File: src/rtl/mesi_bus_pkg.sv
// Shared types for the MESI snooping bus: bus commands, controller states and
// the per-cache command priority encoder.
package mesi_bus_pkg;

  typedef enum logic [1:0] {
    CMD_NONE,
    CMD_RD,
    CMD_RDX,
    CMD_UPGR
  } bus_cmd_e;

  typedef enum logic [2:0] {
    IDLE,
    ARB,
    SNOOP,
    RESP,
    WB,
    FILL,
    DONE
  } bus_state_e;

  // A cache raising several request bits at once is served as the strongest one.
  function automatic bus_cmd_e cmd_sel(input logic rd, input logic rdx, input logic upgr);
    if (rdx)       return CMD_RDX;
    else if (upgr) return CMD_UPGR;
    else if (rd)   return CMD_RD;
    return CMD_NONE;
  endfunction

  function automatic int idx_w(input int n);
    return (n > 1) ? $clog2(n) : 1;
  endfunction

endpackage

File: src/rtl/mesi_snoop_bus_if.sv
// Cache-side and memory-side signals of the snooping bus. The master modport is
// the environment (cache controllers plus memory), the slave modport the bus.
interface mesi_snoop_bus_if #(
  parameter int NUM_CACHES = 4,
  parameter int ADDR_W     = 32
);
  logic [NUM_CACHES-1:0]        BusRd_out;
  logic [NUM_CACHES-1:0]        BusRdX_out;
  logic [NUM_CACHES-1:0]        BusUpgr_out;
  logic [NUM_CACHES*ADDR_W-1:0] req_addr;
  logic [NUM_CACHES-1:0]        snoop_hit;
  logic [NUM_CACHES-1:0]        Flush;
  logic [NUM_CACHES-1:0]        BusRd_in;
  logic [NUM_CACHES-1:0]        BusRdX_in;
  logic [NUM_CACHES-1:0]        BusUpgr_in;
  logic [ADDR_W-1:0]            snoop_addr;
  logic [NUM_CACHES-1:0]        C_in;
  logic [NUM_CACHES-1:0]        done;
  logic                         mem_rd_req;
  logic                         mem_wr_req;
  logic [ADDR_W-1:0]            mem_addr;
  logic                         mem_ack;

  modport master (
    output BusRd_out, BusRdX_out, BusUpgr_out, req_addr, snoop_hit, Flush, mem_ack,
    input  BusRd_in, BusRdX_in, BusUpgr_in, snoop_addr, C_in, done,
           mem_rd_req, mem_wr_req, mem_addr
  );

  modport slave (
    input  BusRd_out, BusRdX_out, BusUpgr_out, req_addr, snoop_hit, Flush, mem_ack,
    output BusRd_in, BusRdX_in, BusUpgr_in, snoop_addr, C_in, done,
           mem_rd_req, mem_wr_req, mem_addr
  );
endinterface

File: src/rtl/mesi_rr_arbiter.sv
// Round-robin arbiter: searches upward from ptr (wrapping) for the first active
// request and returns it as one-hot grant plus index.
module mesi_rr_arbiter
  import mesi_bus_pkg::*;
#(
  parameter int N     = 4,
  parameter int IDX_W = idx_w(N)
) (
  input  logic [N-1:0]     req,
  input  logic [IDX_W-1:0] ptr,
  output logic [N-1:0]     grant,
  output logic [IDX_W-1:0] grant_idx,
  output logic             valid
);

  // NOTE: every output gets a default before the search loop so no path leaves
  // it unassigned; otherwise synthesis would infer a latch.
  always_comb begin
    grant     = '0;
    grant_idx = '0;
    valid     = 1'b0;
    for (int i = 0; i < N; i++) begin
      if (!valid && req[IDX_W'((int'(ptr) + i) % N)]) begin
        valid     = 1'b1;
        grant_idx = IDX_W'((int'(ptr) + i) % N);
        grant[IDX_W'((int'(ptr) + i) % N)] = 1'b1;
      end
    end
  end

endmodule

File: src/rtl/mesi_snoop_bus.sv
// Shared snooping bus for MESI caches: round-robin arbitration, broadcast,
// shared/flush collection and memory writeback/fill sequencing.
// Optional macro CACHE_TO_CACHE_EN: a flushed line goes straight to the requester.
module mesi_snoop_bus
  import mesi_bus_pkg::*;
#(
  parameter int NUM_CACHES = 4,
  parameter int ADDR_W     = 32
) (
  input logic              clk,
  input logic              rstb,
  mesi_snoop_bus_if.slave  bus
);

  localparam int IDX_W = idx_w(NUM_CACHES);
  localparam logic [IDX_W-1:0] LAST_IDX = IDX_W'(NUM_CACHES - 1);

  bus_state_e              state, state_nxt;
  logic [IDX_W-1:0]        rr_ptr;
  logic [NUM_CACHES-1:0]   grant_oh;
  bus_cmd_e                cmd;
  logic [ADDR_W-1:0]       addr;
  logic                    shared_q;
  logic                    c_shared;

  logic [NUM_CACHES-1:0]   req_any;
  logic [NUM_CACHES-1:0]   arb_grant;
  logic [IDX_W-1:0]        arb_idx;
  logic                    arb_valid;
  logic                    resp_shared;
  logic                    resp_flush;
  logic [ADDR_W-1:0]       req_addr_arr [NUM_CACHES];

  assign req_any     = bus.BusRd_out | bus.BusRdX_out | bus.BusUpgr_out;
  assign resp_shared = |(bus.snoop_hit & ~grant_oh);
  assign resp_flush  = |(bus.Flush & ~grant_oh);

  always_comb begin
    for (int i = 0; i < NUM_CACHES; i++) begin
      req_addr_arr[i] = bus.req_addr[i*ADDR_W +: ADDR_W];
    end
  end

  mesi_rr_arbiter #(
    .N     (NUM_CACHES),
    .IDX_W (IDX_W)
  ) u_arb (
    .req       (req_any),
    .ptr       (rr_ptr),
    .grant     (arb_grant),
    .grant_idx (arb_idx),
    .valid     (arb_valid)
  );

  // NOTE: sequential state uses non-blocking assignments so every register
  // samples pre-edge values regardless of process evaluation order.
  always_ff @(posedge clk or negedge rstb) begin
    if (!rstb) state <= IDLE;
    else       state <= state_nxt;
  end

  always_ff @(posedge clk or negedge rstb) begin
    if (!rstb) begin
      rr_ptr   <= '0;
      grant_oh <= '0;
      cmd      <= CMD_NONE;
      addr     <= '0;
      shared_q <= 1'b0;
    end else begin
      if (state == ARB && arb_valid) begin
        grant_oh <= arb_grant;
        cmd      <= cmd_sel(bus.BusRd_out[arb_idx], bus.BusRdX_out[arb_idx],
                            bus.BusUpgr_out[arb_idx]);
        addr     <= req_addr_arr[arb_idx];
        rr_ptr   <= (arb_idx == LAST_IDX) ? '0 : arb_idx + IDX_W'(1);
      end
      if (state == RESP) shared_q <= resp_shared;
    end
  end

`ifdef CACHE_TO_CACHE_EN
  logic flush_q;

  always_ff @(posedge clk or negedge rstb) begin
    if (!rstb)               flush_q <= 1'b0;
    else if (state == RESP)  flush_q <= resp_flush;
  end

  // The flushing cache keeps a shared copy, so the requester must enter S.
  assign c_shared = shared_q | flush_q;
`else
  assign c_shared = shared_q;
`endif

  always_comb begin
    state_nxt = state;
    case (state)
      IDLE:  if (|req_any) state_nxt = ARB;
      ARB:   state_nxt = arb_valid ? SNOOP : IDLE;
      SNOOP: state_nxt = RESP;
      RESP: begin
        if (cmd == CMD_UPGR) state_nxt = DONE;
        else if (resp_flush) state_nxt = WB;
        else                 state_nxt = FILL;
      end
      WB: begin
`ifdef CACHE_TO_CACHE_EN
        if (bus.mem_ack) state_nxt = DONE;
`else
        if (bus.mem_ack) state_nxt = FILL;
`endif
      end
      FILL:    if (bus.mem_ack) state_nxt = DONE;
      DONE:    state_nxt = IDLE;
      default: state_nxt = IDLE;
    endcase
  end

  always_comb begin
    bus.BusRd_in   = '0;
    bus.BusRdX_in  = '0;
    bus.BusUpgr_in = '0;
    bus.snoop_addr = '0;
    bus.C_in       = '0;
    bus.done       = '0;
    bus.mem_rd_req = 1'b0;
    bus.mem_wr_req = 1'b0;
    bus.mem_addr   = '0;
    case (state)
      SNOOP: begin
        bus.snoop_addr = addr;
        case (cmd)
          CMD_RD:   bus.BusRd_in   = ~grant_oh;
          CMD_RDX:  bus.BusRdX_in  = ~grant_oh;
          CMD_UPGR: bus.BusUpgr_in = ~grant_oh;
          default:  ;
        endcase
      end
      WB: begin
        bus.mem_wr_req = 1'b1;
        bus.mem_addr   = addr;
      end
      FILL: begin
        bus.mem_rd_req = 1'b1;
        bus.mem_addr   = addr;
      end
      DONE: begin
        bus.done = grant_oh;
        // Exclusive ownership requests always complete unshared.
        if (cmd == CMD_RD && c_shared) bus.C_in = grant_oh;
      end
      default: ;
    endcase
  end

endmodule

File: src/flat_wrapper.sv
// flat-port wrapper written by rule: the top's interface ports become plain ports
module mesi_snoop_bus_flat import mesi_bus_pkg::*;
#(
  parameter int NUM_CACHES = 4,
  parameter int ADDR_W     = 32
)
  (clk, rstb, bus_BusRd_out, bus_BusRdX_out, bus_BusUpgr_out, bus_req_addr, bus_snoop_hit, bus_Flush, bus_mem_ack, bus_BusRd_in, bus_BusRdX_in, bus_BusUpgr_in, bus_snoop_addr, bus_C_in, bus_done, bus_mem_rd_req, bus_mem_wr_req, bus_mem_addr);
  mesi_snoop_bus_if #(.NUM_CACHES(NUM_CACHES), .ADDR_W(ADDR_W)) bus_i ();
  input logic clk;
  input logic rstb;
  input wire logic [$bits(bus_i.BusRd_out)-1:0] bus_BusRd_out;
  input wire logic [$bits(bus_i.BusRdX_out)-1:0] bus_BusRdX_out;
  input wire logic [$bits(bus_i.BusUpgr_out)-1:0] bus_BusUpgr_out;
  input wire logic [$bits(bus_i.req_addr)-1:0] bus_req_addr;
  input wire logic [$bits(bus_i.snoop_hit)-1:0] bus_snoop_hit;
  input wire logic [$bits(bus_i.Flush)-1:0] bus_Flush;
  input wire logic [$bits(bus_i.mem_ack)-1:0] bus_mem_ack;
  output wire logic [$bits(bus_i.BusRd_in)-1:0] bus_BusRd_in;
  output wire logic [$bits(bus_i.BusRdX_in)-1:0] bus_BusRdX_in;
  output wire logic [$bits(bus_i.BusUpgr_in)-1:0] bus_BusUpgr_in;
  output wire logic [$bits(bus_i.snoop_addr)-1:0] bus_snoop_addr;
  output wire logic [$bits(bus_i.C_in)-1:0] bus_C_in;
  output wire logic [$bits(bus_i.done)-1:0] bus_done;
  output wire logic [$bits(bus_i.mem_rd_req)-1:0] bus_mem_rd_req;
  output wire logic [$bits(bus_i.mem_wr_req)-1:0] bus_mem_wr_req;
  output wire logic [$bits(bus_i.mem_addr)-1:0] bus_mem_addr;
  assign bus_i.BusRd_out = bus_BusRd_out;
  assign bus_i.BusRdX_out = bus_BusRdX_out;
  assign bus_i.BusUpgr_out = bus_BusUpgr_out;
  assign bus_i.req_addr = bus_req_addr;
  assign bus_i.snoop_hit = bus_snoop_hit;
  assign bus_i.Flush = bus_Flush;
  assign bus_i.mem_ack = bus_mem_ack;
  assign bus_BusRd_in = bus_i.BusRd_in;
  assign bus_BusRdX_in = bus_i.BusRdX_in;
  assign bus_BusUpgr_in = bus_i.BusUpgr_in;
  assign bus_snoop_addr = bus_i.snoop_addr;
  assign bus_C_in = bus_i.C_in;
  assign bus_done = bus_i.done;
  assign bus_mem_rd_req = bus_i.mem_rd_req;
  assign bus_mem_wr_req = bus_i.mem_wr_req;
  assign bus_mem_addr = bus_i.mem_addr;
  mesi_snoop_bus #(.NUM_CACHES(NUM_CACHES), .ADDR_W(ADDR_W)) u_core (.clk(clk), .rstb(rstb), .bus(bus_i));
endmodule
File: config.mk
export PLATFORM = sky130hd
export DESIGN_NAME = mesi_snoop_bus_flat
export DESIGN_NICKNAME = d
export VERILOG_FILES = /design/src/rtl/mesi_bus_pkg.sv /design/src/rtl/mesi_snoop_bus_if.sv /design/src/rtl/mesi_rr_arbiter.sv /design/src/rtl/mesi_snoop_bus.sv /design/src/flat_wrapper.sv
export SDC_FILE = /design/constraint.sdc
export NUM_CORES = 1
export LEC_CHECK = 0
export BUFFER_PORTS_ARGS = -buffer_cell sky130_fd_sc_hd__buf_4
export CORE_MARGIN = 3
export CORE_UTILIZATION = 50
export DETAILED_ROUTE_END_ITERATION = 7
export PLACE_DENSITY = 0.91
export RECOVER_POWER = 50
export REMOVE_ABC_BUFFERS = 1
export SLEW_MARGIN = 20
export SYNTH_ARGS = -nofsm -noshare
export SYNTH_HDL_FRONTEND = slang
export SYNTH_SLANG_ARGS = --single-unit
File: constraint.sdc
create_clock -name clk -period 7.9 [get_ports clk]
set_clock_uncertainty 0.1 [all_clocks]
set_input_delay 1.975 -clock clk [delete_from_list [all_inputs] [get_ports clk]]
set_output_delay 1.975 -clock clk [all_outputs]
set_load 0.01 [all_outputs]
=== After elaboration in Yosys (flattened, before gate mapping) ===
Cells that the tools add are included.

* Word-level logic and storage cells: 130
* Bits in registers: 44
* Input bits: 151

* Equal/unequal tests: 13
* $add $sub $neg: 4
* Reduce and logical (&&, ||, !) cells: 18
* $lt $le $gt $ge: 10
* Bitwise logic cells: 9
* Multiplexer cells: 70

{| class="wikitable"
|+ Operators by type and width
! operator !! number
|-
| two-way mux 32 bit || 4
|-
| binary-select mux 32 bit (select 2 bit) || 1
|-
| two-way mux 4 bit || 13
|-
| two-way mux 1 bit || 26
|-
| two-way mux 2 bit || 10
|-
| bitwise OR 4 bit || 5
|-
| case mux 3 bit (6 select lines) || 1
|-
| less-than comparator 2 x 4 -> 1 bit, second input constant || 4
|-
| binary-select mux 1 bit (select 2 bit) || 7
|-
| two-way mux 3 bit || 4
|-
| OR reduction 4 bit || 3
|-
| == test 3 bit, second input constant || 3
|-
| logical AND 1 bit || 9
|-
| AND 4 bit || 2
|-
| demux 1 bit (select 2 bit) || 4
|-
| greater-or-equal comparator 2 x 1 -> 1 bit, second input constant || 4
|-
| == test 2 bit, second input constant || 3
|-
| == test 3 x 2 -> 1 bit, second input constant || 2
|-
| adder 2 x 1 -> 2 bit, second input constant || 2
|-
| adder 2 bit, second input constant || 2
|-
| != test 2 bit, second input constant || 2
|-
| inverter 4 bit || 1
|-
| == test 3 x 1 -> 1 bit, second input constant || 1
|-
| greater-or-equal comparator 3 bit, second input constant || 1
|-
| 8 further kinds || 10
|}

=== Longest topological paths before layout ===
Gate-level depths: netlist of run 1.

* Depth after elaboration: 22
* Mapped depth: 14

=== Modules after synthesis ===
A second synthesis of run 1 with hierarchy kept.

* Cell total of the unflattened synthesis: 412
* Area total of the unflattened synthesis: 3,836.2 um^2

{| class="wikitable"
|+ Modules (own cells, without submodules)
! module !! times used !! cells each !! area each (um^2)
|-
| mesi_snoop_bus || 1 || 350 || 3,304.4
|-
| mesi_rr_arbiter || 1 || 62 || 531.8
|}

=== Worst setup path after synthesis of run 1 ===
No wires, ideal clock.

* Path type: in2reg
* Start point: in bus_BusRdX_out[1]
* End point: reg u_core.cmd[1]
* Required time: 7.680 ns
* Cell stages on the path: 8
* Library setup time: 0.120 ns
* Setup slack: 3.492 ns
* Arrival time: 4.187 ns
* Cells stage by stage: or3_1 buf_2 mux4_2 o41ai_4 o21bai_2 buf_6 a221o_1 o211a_1

* Longest elaborated chain between the ends: 22

{| class="wikitable"
|+ Ends and longest elaborated chain
! element !! RTL line !! RTL
|-
| start, declared || flat_wrapper.sv:12 || <nowiki>input wire logic [$bits(bus_i.BusRdX_out)-1:0] bus_BusRdX_out;</nowiki>
|-
| bitwise OR 4 bit (2 in a row) || mesi_snoop_bus.sv:34 || <nowiki>assign req_any = bus.BusRd_out | bus.BusRdX_out | bus.BusUpgr_out;</nowiki>
|-
| binary-select mux 1 bit (select 2 bit) || mesi_rr_arbiter.sv:23 || <nowiki>if (!valid && req[IDX_W'((int'(ptr) + i) % N)]) begin</nowiki>
|-
| two-way mux 1 bit (not written as such) (2 in a row) || mesi_rr_arbiter.sv:23 ||
|-
| two-way mux 1 bit || mesi_rr_arbiter.sv:23 ||
|-
| logical NOT 1 bit || mesi_rr_arbiter.sv:23 ||
|-
| logical AND 1 bit || mesi_rr_arbiter.sv:23 ||
|-
| two-way mux 1 bit || mesi_rr_arbiter.sv:23 ||
|-
| logical NOT 1 bit || mesi_rr_arbiter.sv:23 ||
|-
| [4 not listed] || -- ||
|-
| two-way mux 2 bit || mesi_rr_arbiter.sv:23 ||
|-
| binary-select mux 1 bit (select 2 bit) || mesi_snoop_bus.sv:72 || <nowiki>cmd <= cmd_sel(bus.BusRd_out[arb_idx], bus.BusRdX_out[arb_idx],</nowiki>
|-
| two-way mux 1 bit (not written as such) || mesi_snoop_bus.sv:72 ||
|-
| two-way mux 1 bit || mesi_bus_pkg.sv:26 || <nowiki>else if (rd) return CMD_RD;</nowiki>
|-
| two-way mux 1 bit || mesi_bus_pkg.sv:25 || <nowiki>else if (upgr) return CMD_UPGR;</nowiki>
|-
| two-way mux 1 bit || mesi_bus_pkg.sv:24 || <nowiki>if (rdx) return CMD_RDX;</nowiki>
|-
| two-way mux 1 bit || mesi_snoop_bus.sv:70 || <nowiki>if (state == ARB && arb_valid) begin</nowiki>
|-
| two-way mux 2 bit || mesi_bus_pkg.sv:27 || <nowiki>return CMD_NONE;</nowiki>
|-
| end signal, assigned || mesi_snoop_bus.sv:72 ||
|-
| end, declared || mesi_snoop_bus.sv:21 || <nowiki>bus_cmd_e cmd;</nowiki>
|}

Several ways; a longest one is shown, not always the timed one. The select of a mux whose other input is x is not followed.
A chain may end at the register's enable or synchronous reset.

=== Final worst setup path of run 1 ===
* Start point: in bus_BusUpgr_out[3]
* End point: reg u_core.addr[31]

* Longest elaborated chain between the ends: 18

{| class="wikitable"
|+ Ends and longest elaborated chain
! element !! RTL line !! RTL
|-
| start, declared || flat_wrapper.sv:13 || <nowiki>input wire logic [$bits(bus_i.BusUpgr_out)-1:0] bus_BusUpgr_out;</nowiki>
|-
| bitwise OR 4 bit (*) || mesi_snoop_bus.sv:34 ||
|-
| binary-select mux 1 bit (select 2 bit) || mesi_rr_arbiter.sv:23 ||
|-
| two-way mux 1 bit (not written as such) (2 in a row) || mesi_rr_arbiter.sv:23 ||
|-
| two-way mux 1 bit || mesi_rr_arbiter.sv:23 ||
|-
| logical NOT 1 bit || mesi_rr_arbiter.sv:23 ||
|-
| logical AND 1 bit || mesi_rr_arbiter.sv:23 ||
|-
| two-way mux 1 bit || mesi_rr_arbiter.sv:23 ||
|-
| logical NOT 1 bit || mesi_rr_arbiter.sv:23 ||
|-
| logical AND 1 bit || mesi_rr_arbiter.sv:23 ||
|-
| two-way mux 1 bit || mesi_rr_arbiter.sv:23 ||
|-
| logical NOT 1 bit || mesi_rr_arbiter.sv:23 ||
|-
| logical AND 1 bit || mesi_rr_arbiter.sv:23 ||
|-
| two-way mux 2 bit || mesi_rr_arbiter.sv:23 ||
|-
| inverter 2 -> 3 bit (not written as such) || mesi_snoop_bus.sv:74 || <nowiki>addr <= req_addr_arr[arb_idx];</nowiki>
|-
| binary-select mux 32 bit (select 2 bit) || mesi_snoop_bus.sv:74 ||
|-
| two-way mux 32 bit (not written as such) (2 in a row) || mesi_snoop_bus.sv:74 ||
|-
| end signal, assigned || mesi_snoop_bus.sv:74 ||
|-
| end, declared || mesi_snoop_bus.sv:22 || <nowiki>logic [ADDR_W-1:0] addr;</nowiki>
|}

Every way passes the cells marked *; elsewhere a longest branch is shown, timed or not. The select of a mux whose other input is x is not followed.

==> results of run 1 <==
critical path: stages:
cell,delay [ns]
buf_4,0.12
nor3_1,0.54
nand2_1,0.15
a32oi_1,0.34
o41ai_4,0.16
o21bai_4,0.87
buf_4,0.66
mux2_2,0.41
o221ai_1,0.19
cells by family (layout without fill, tap and decap cells):
family          after synthesis  in the layout  share of synthesized area
simple gates                179            179                      0.207
compound gates              152            152                      0.273
mux                          71             71                      0.190
buf+inv                      57            262                     0.0619
flops                        44             44                      0.243
fa+ha+maj                     8              8                     0.0221
xor+xnor                      1              1                    0.00194
worst paths after layout:
| check | start | to | depth (start not counted) |
|---|---|---|---|
| max | bus_BusUpgr_out[3] | u_core.addr[31] | 9 |
| min | u_core.c_shared | u_core.c_shared | 2 |
| max reg2reg | u_core.rr_ptr[1] | u_core.addr[31] | 11 |
| min reg2reg | u_core.c_shared | u_core.c_shared | 2 |
| max in group asynchronous | rstb | u_core.addr[12] | 1 |
| min in group asynchronous | rstb | u_core.addr[13] | 1 |
synth_stat cells, drive strengths merged (4+ instances only):
| cell type | count |
|---|---|
| nand2 | 50 |
| nor2 | 22 |
| and2 | 70 |
| o221ai | 34 |
| mux2i | 33 |
| dfrtp | 44 |
| nor3 | 11 |
| mux2 | 34 |
| a22oi | 65 |
| inv | 10 |
| or2 | 5 |
| buf | 17 |
| a221oi | 4 |
| mux4 | 4 |
| a21oi | 8 |
| ha | 8 |
| clkbuf | 29 |
| o21ai | 11 |
power by group through the flow:
stage | sequential, mW | clock (mW) | combinational [mW]
finish | 0.469 | 0.185 | 1.66
global route | 0.488 | 0.199 | 1.80
CTS | 0.464 | 0.188 | 1.66
detailed placement | 0.466 | 0 | 1.66
global placement | 0.461 | 0 | 1.59
floorplan | 0.414 | 0 | 1.24
layout make-up:
type / count / area, um2
clock buffers: 6 / 82.6
clock inverters: 2 / 38.8
fillers: 678 / 2400
inverters: 11 / 41.3
multi-input cells: 411 / 3170
flip-flops and latches: 44 / 1100
well taps: 108 / 135
repair buffers: 243 / 1800
stage by stage:
step	hold slack [ns]	cell area (um2)	std cells
after global routing	0.453	6360	825
after detailed placement	0.397	6270	817
after CTS	0.416	6390	825
after floorplan	0.350	4290	466
final	0.414	6360	825
after global placement	0.380	6270	817
cells in the final DEF (no fill, tap or decap), types with 10 or more instances in the layout:
master	count
buf_4	235
a22oi_1	65
nand2_1	49
dfrtp_1	44
and2_1	37
and2_0	33
mux2i_1	33
o221ai_1	31
nor2_1	22
mux2_4	15
mux2_2	12
o21ai_0	11
inv_1	10
nor3_1	10
flip-flops by register name (all words and copies together) (netlist names):
signal / flops
u_core.rr_ptr: 2
u_core.state: 3
u_core.addr: 32
u_core.cmd: 2
u_core.c_shared: 1
u_core.grant_oh: 4
metal layers:
layer / wire (um) / vias up / GRT usage / part of all wire
li1: - / 2341 / - / -
met1: 5860 / 2388 / 0.351 / 0.39
met2: 7740 / 272 / 0.493 / 0.51
met3: 1270 / 28 / 0.0457 / 0.083
met4: 349 / 0 / 0.0982 / 0.023
met5: 0 / - / 0 / 0
==> flow_metrics.env, run 1 <==
export IMPL_die_h_um=101
export IMPL_fp_row_count=34
export IMPL_yosysTopAreaCell="dfrtp_1"
export IMPL_startpoint_type="primary input"
export IMPL_grt_max_degree=81
export IMPL_io_buffers=236
export IMPL_crit_arrival_ns=5.44
export IMPL_place_gp_congestion=0.921
export IMPL_viasPerCell=6.10
export IMPL_synth_edf_count=0
export IMPL_worstPathRequired_ns=8.01
export IMPL_die_area_um2=10200
export IMPL_power_density_nw_per_um2=364
export IMPL_ir_drop_mv=0.192
export IMPL_final_core_util=0.726
export IMPL_post_drt_wl_per_cell_um=18.4
export IMPL_synthFlopType="dfrtp_1"
export IMPL_dpl_hpwl_um=11400
export IMPL_dr_pass1_iters=5
export IMPL_cts_buffers_inserted=5
export IMPL_rsz0062_at_grt="false"
export IMPL_maxSlewHeadroom=-0.581
export IMPL_yosysWarnings=0
export IMPL_switching_share=0.470
export IMPL_via_count=5029
export IMPL_synth_area_leaders="dfrtp_1 24%, a22oi_1 11%, and2_1 9.7%, mux2i_1 7.3%, o221ai_1 6.0%"
export IMPL_coreArea_um2=8760
export IMPL_start_util=0.516
export IMPL_r2r_slack_ns=2.71
export IMPL_p_clk_frac=0.080
export IMPL_area_growth_pct=40.7
export IMPL_maxCapViolations=2
export IMPL_cts_hold_buf=0
export IMPL_fin_crit_ns=5.34
export IMPL_h_tree_depth=2
export IMPL_violations="max-capacitance violations, max-slew violations"
export IMPL_dp_slack_ns=2.24
export IMPL_p_seq_frac=0.203
export IMPL_grt_ovfl_total=0
export IMPL_setup_ws_ns=2.56
export IMPL_p_leak_nw=3.07
export IMPL_grt_first_pass_wirelength_um=23500
export IMPL_async_flop_share=1.00
export IMPL_synth_avg_cell_area_um2=8.84
export IMPL_p_sw_mw=1.09
export IMPL_netlist_instances=512
export IMPL_cts_tree="done"
export IMPL_postRouteAntennaNets=0
export IMPL_finalSetupViolCount=0
export IMPL_drive_gt1_frac=0.409
export IMPL_slew_viol_final=79
export IMPL_hold_viol=0
export IMPL_period_share=0.676
export IMPL_path_class="in -> reg"
export IMPL_fp_dieW_um=101
export IMPL_yosysTopAreaCellShare=0.243
export IMPL_grt_pass1_vias=4843
export IMPL_root_buffer="clkbuf_8"
export IMPL_status="finished, violations left"
export IMPL_drt_total_wl_um=15200
export IMPL_combPwrFrac=0.717
export IMPL_ctsResizeCount=0
export IMPL_setup_tns_final_ns=0
export IMPL_clock_sinks=44
export IMPL_clk_latency_ns=0.30
export IMPL_end_kind="register"
export IMPL_remaining_drc_errors=0
export IMPL_nets=875
export IMPL_synth_area_um2=4520
export IMPL_max_freq_ghz=0.187
export IMPL_hold_path_class="reg -> reg"
export IMPL_clkSlewWorstSetupHoldPaths_ns=0.09
export IMPL_critPathMaxFanout=38
export IMPL_dr_first_iter_drc_count=281
export IMPL_ys_types=60
export IMPL_ys_seq_area_frac=0.243
export IMPL_num_io_pins=237
export IMPL_gr_usage_all_layers=0.282
export IMPL_synth_seq_cells=44
export IMPL_max_slew_worst_pin_slew_ns=2.37
export IMPL_ctsLongestPathBuffers=2
export IMPL_antenna_found_initial=0
export IMPL_cts_setup_buffers=0
export IMPL_finalPower_mw=2.32
export IMPL_p_int_mw=1.23
export IMPL_antenna_cells=0
Note: power is estimated with default switching activity, not from simulation.
==> inputs of run 2 (changes only) <==
--- a/config.mk
+++ b/config.mk
@@ -7,9 +7,9 @@
 export LEC_CHECK = 0
 export BUFFER_PORTS_ARGS = -buffer_cell sky130_fd_sc_hd__buf_4
 export CORE_MARGIN = 3
-export CORE_UTILIZATION = 50
+export CORE_UTILIZATION = 42
 export DETAILED_ROUTE_END_ITERATION = 7
-export PLACE_DENSITY = 0.91
+export PLACE_DENSITY = 0.82
 export RECOVER_POWER = 50
 export REMOVE_ABC_BUFFERS = 1
 export SLEW_MARGIN = 20
==> constraint.sdc (replaced) <==
create_clock -name clk -period 4.55 [get_ports clk]
set_clock_uncertainty 0.1 [all_clocks]
set_input_delay 1.1375 -clock clk [delete_from_list [all_inputs] [get_ports clk]]
set_output_delay 1.1375 -clock clk [all_outputs]
set_load 0.01 [all_outputs]
==> run 2 against run 1 <==
Net effect: the flow still finishes with violations (max-capacitance violations, max-slew violations); sequential cell count did not move; die area rose by 18%; via count rose by 1.1%; register-to-register slack got worse by 2.0 ns; critical endpoint is now bus_mem_addr[24]; clock-buffer cell count did not move; combinational power rose by 83%; total power rose by 77%; sequential share of layout area fell by 0.40 points; setup slack got worse by 2.0 ns; sequential power rose by 63%.
==> flow_metrics.env, run 2 (same netlist as run 1, synthesis figures left out) <==
export IMPL_cts_tree="done"
export IMPL_status="finished, violations left"
export IMPL_io_buffers=236
export IMPL_dpl_hpwl_um=12000
export IMPL_dpl_cell_area_um2=6460
export IMPL_largest_reg_flops=32
export IMPL_ir_drop_mv=0.365
export IMPL_top_regs="u_core.addr: 32 flops, u_core.grant_oh: 4 flops, u_core.state: 3 flops"
export IMPL_startpoint_type="register"
export IMPL_max_slew_worst_pin_slew_ns=2.49
export IMPL_worstHoldStart="u_core.addr[24]"
export IMPL_grt_max_degree=54
export IMPL_crit_arrival_ns=2.77
export IMPL_die_area_um2=12100
export IMPL_crit_path_start="u_core.state[2]"
export IMPL_num_io_pins=237
export IMPL_path_common_cell="clkbuf_1"
export IMPL_fp_dieW_um=110
export IMPL_cts_hold_buf=0
export IMPL_dr_first_iter_drc_count=308
export IMPL_finish_instance_area_um2=6510
export IMPL_antenna_cells=0
export IMPL_dp_slack_ns=0.288
export IMPL_path_depth=4
export IMPL_antenna_found_initial=0
export IMPL_crit_buf_inv=2
export IMPL_ctsResizeCount=0
export IMPL_area_growth_pct=44.0
export IMPL_rsz0062_at_grt="false"
export IMPL_max_stage_delay_ns=0.80
export IMPL_postRouteAntennaNets=0
export IMPL_cts_buffers_inserted=5
export IMPL_finalSetupViolCount=0
export IMPL_violations="max-capacitance violations, max-slew violations"
export IMPL_path_delay_family="simple AND/OR/NAND/NOR gates"
export IMPL_nets=890
export IMPL_h_tree_depth=2
export IMPL_power_density_nw_per_um2=631
export IMPL_clock_sinks=44
export IMPL_dr_pass1_iters=6
export IMPL_p_leak_nw=3.13
export IMPL_max_freq_ghz=0.250
export IMPL_gr_usage_all_layers=0.248
export IMPL_place_gp_congestion=0.873
export IMPL_critPathMaxFanout=22
export IMPL_path_class="reg -> out"
export IMPL_drt_total_wl_um=15700
export IMPL_grt_pass1_vias=5032
export IMPL_period_share=0.881
export IMPL_worstPathRequired_ns=3.31
export IMPL_via_count=5085
export IMPL_hold_viol=0
export IMPL_maxCapViolations=1
export IMPL_rr_worst_depth=10
export IMPL_clk_latency_ns=0.31
export IMPL_path_cells="nor2b_1 -> clkbuf_1 -> and2_1 -> clkbuf_1"
export IMPL_mostFrequentLayoutCells="242 x buf_4, 65 x a22oi_1, 50 x nand2_1"
export IMPL_die_h_um=110
export IMPL_hold_path_class="reg -> reg"
export IMPL_r2r_start="u_core.rr_ptr[1]"
export IMPL_clkSlewWorstSetupHoldPaths_ns=0.08
export IMPL_root_buffer="clkbuf_8"
export IMPL_maxSlewHeadroom=-0.659
export IMPL_start_util=0.434
export IMPL_crit_slowest_cell="nor2b_1"
export IMPL_grt_ovfl_total=0
export IMPL_top_register="u_core.addr"
export IMPL_final_common_cell="buf_4"
export IMPL_post_drt_wl_per_cell_um=18.1
export IMPL_cts_setup_buffers=0
export IMPL_setup_ws_ns=0.542
export IMPL_grt_first_pass_wirelength_um=24000
export IMPL_remaining_drc_errors=0
export IMPL_ctsLongestPathBuffers=2
export IMPL_end_kind="output pin"
export IMPL_slew_viol_final=45
export IMPL_drive_gt1_frac=0.411
export IMPL_fp_row_count=37
export IMPL_fin_crit_ns=4.01
export IMPL_min_path_cells=2
export IMPL_viasPerCell=5.86
export IMPL_coreArea_um2=10400
run 2: cell count changes in the layout (fill, tap and decap cells not counted), sizes merged:
cell / change
clkbuf: +5
buf: +10
run 2: cell type report:
type,instances,area [um2]
clock buffer,6,72.6
clock inverter,2,35.0
fill,901,3900
inverter,11,41.3
multi-input combinational,411,3160
sequential,44,1100
tap,136,170
timing repair buffer,258,1930
run 2: path summary, 6_finish.rpt:
kind                                       to  slack (ns)
max                          bus_mem_addr[24]        0.54
min                           u_core.addr[24]        0.41
max reg2reg                u_core.grant_oh[2]        0.76
min reg2reg                   u_core.addr[24]        0.41
max in group asynchronous      u_core.addr[6]        1.44
min in group asynchronous     u_core.addr[18]        1.48
run 2: stage by stage:
step           TNS, ns  hold slack, ns  instances  utilization  power [mW]
6_report             0           0.409        868        0.625        4.11
5_1_grt              0           0.433        868        0.625        4.42
4_1_cts              0           0.409        868        0.630        4.12
3_5_place_dp         0           0.389        860        0.620        3.80
3_3_place_gp         0           0.378        860        0.620        3.69
2_1_floorplan   -25.48           0.350        466            -        2.88
run 2: worst min-delay path, stage by stage (launching register included):
cell and delay, ns:
dfrtp_1 0.36, nand2_1 0.06, o221ai_1 0.06
run 2: power by group:
part | total [mW] | switching, mW | leakage, nW | internal [mW]
Clock | 0.312 | 0.149 | 0.0552 | 0.163
Combinational | 3.03 | 1.57 | 2.53 | 1.46
Sequential | 0.765 | 0.183 | 0.547 | 0.582
run 2: layer usage:
layer  wire length (um)  vias to the layer above  GRT usage  part of all wire
li1                   -                     2375          -                 -
met3                948                       39     0.0335             0.060
met4                418                        0     0.0988             0.027
met2               8110                      243      0.455              0.52
met5                  0                        -          0                 0
met1               6190                     2428      0.288              0.40
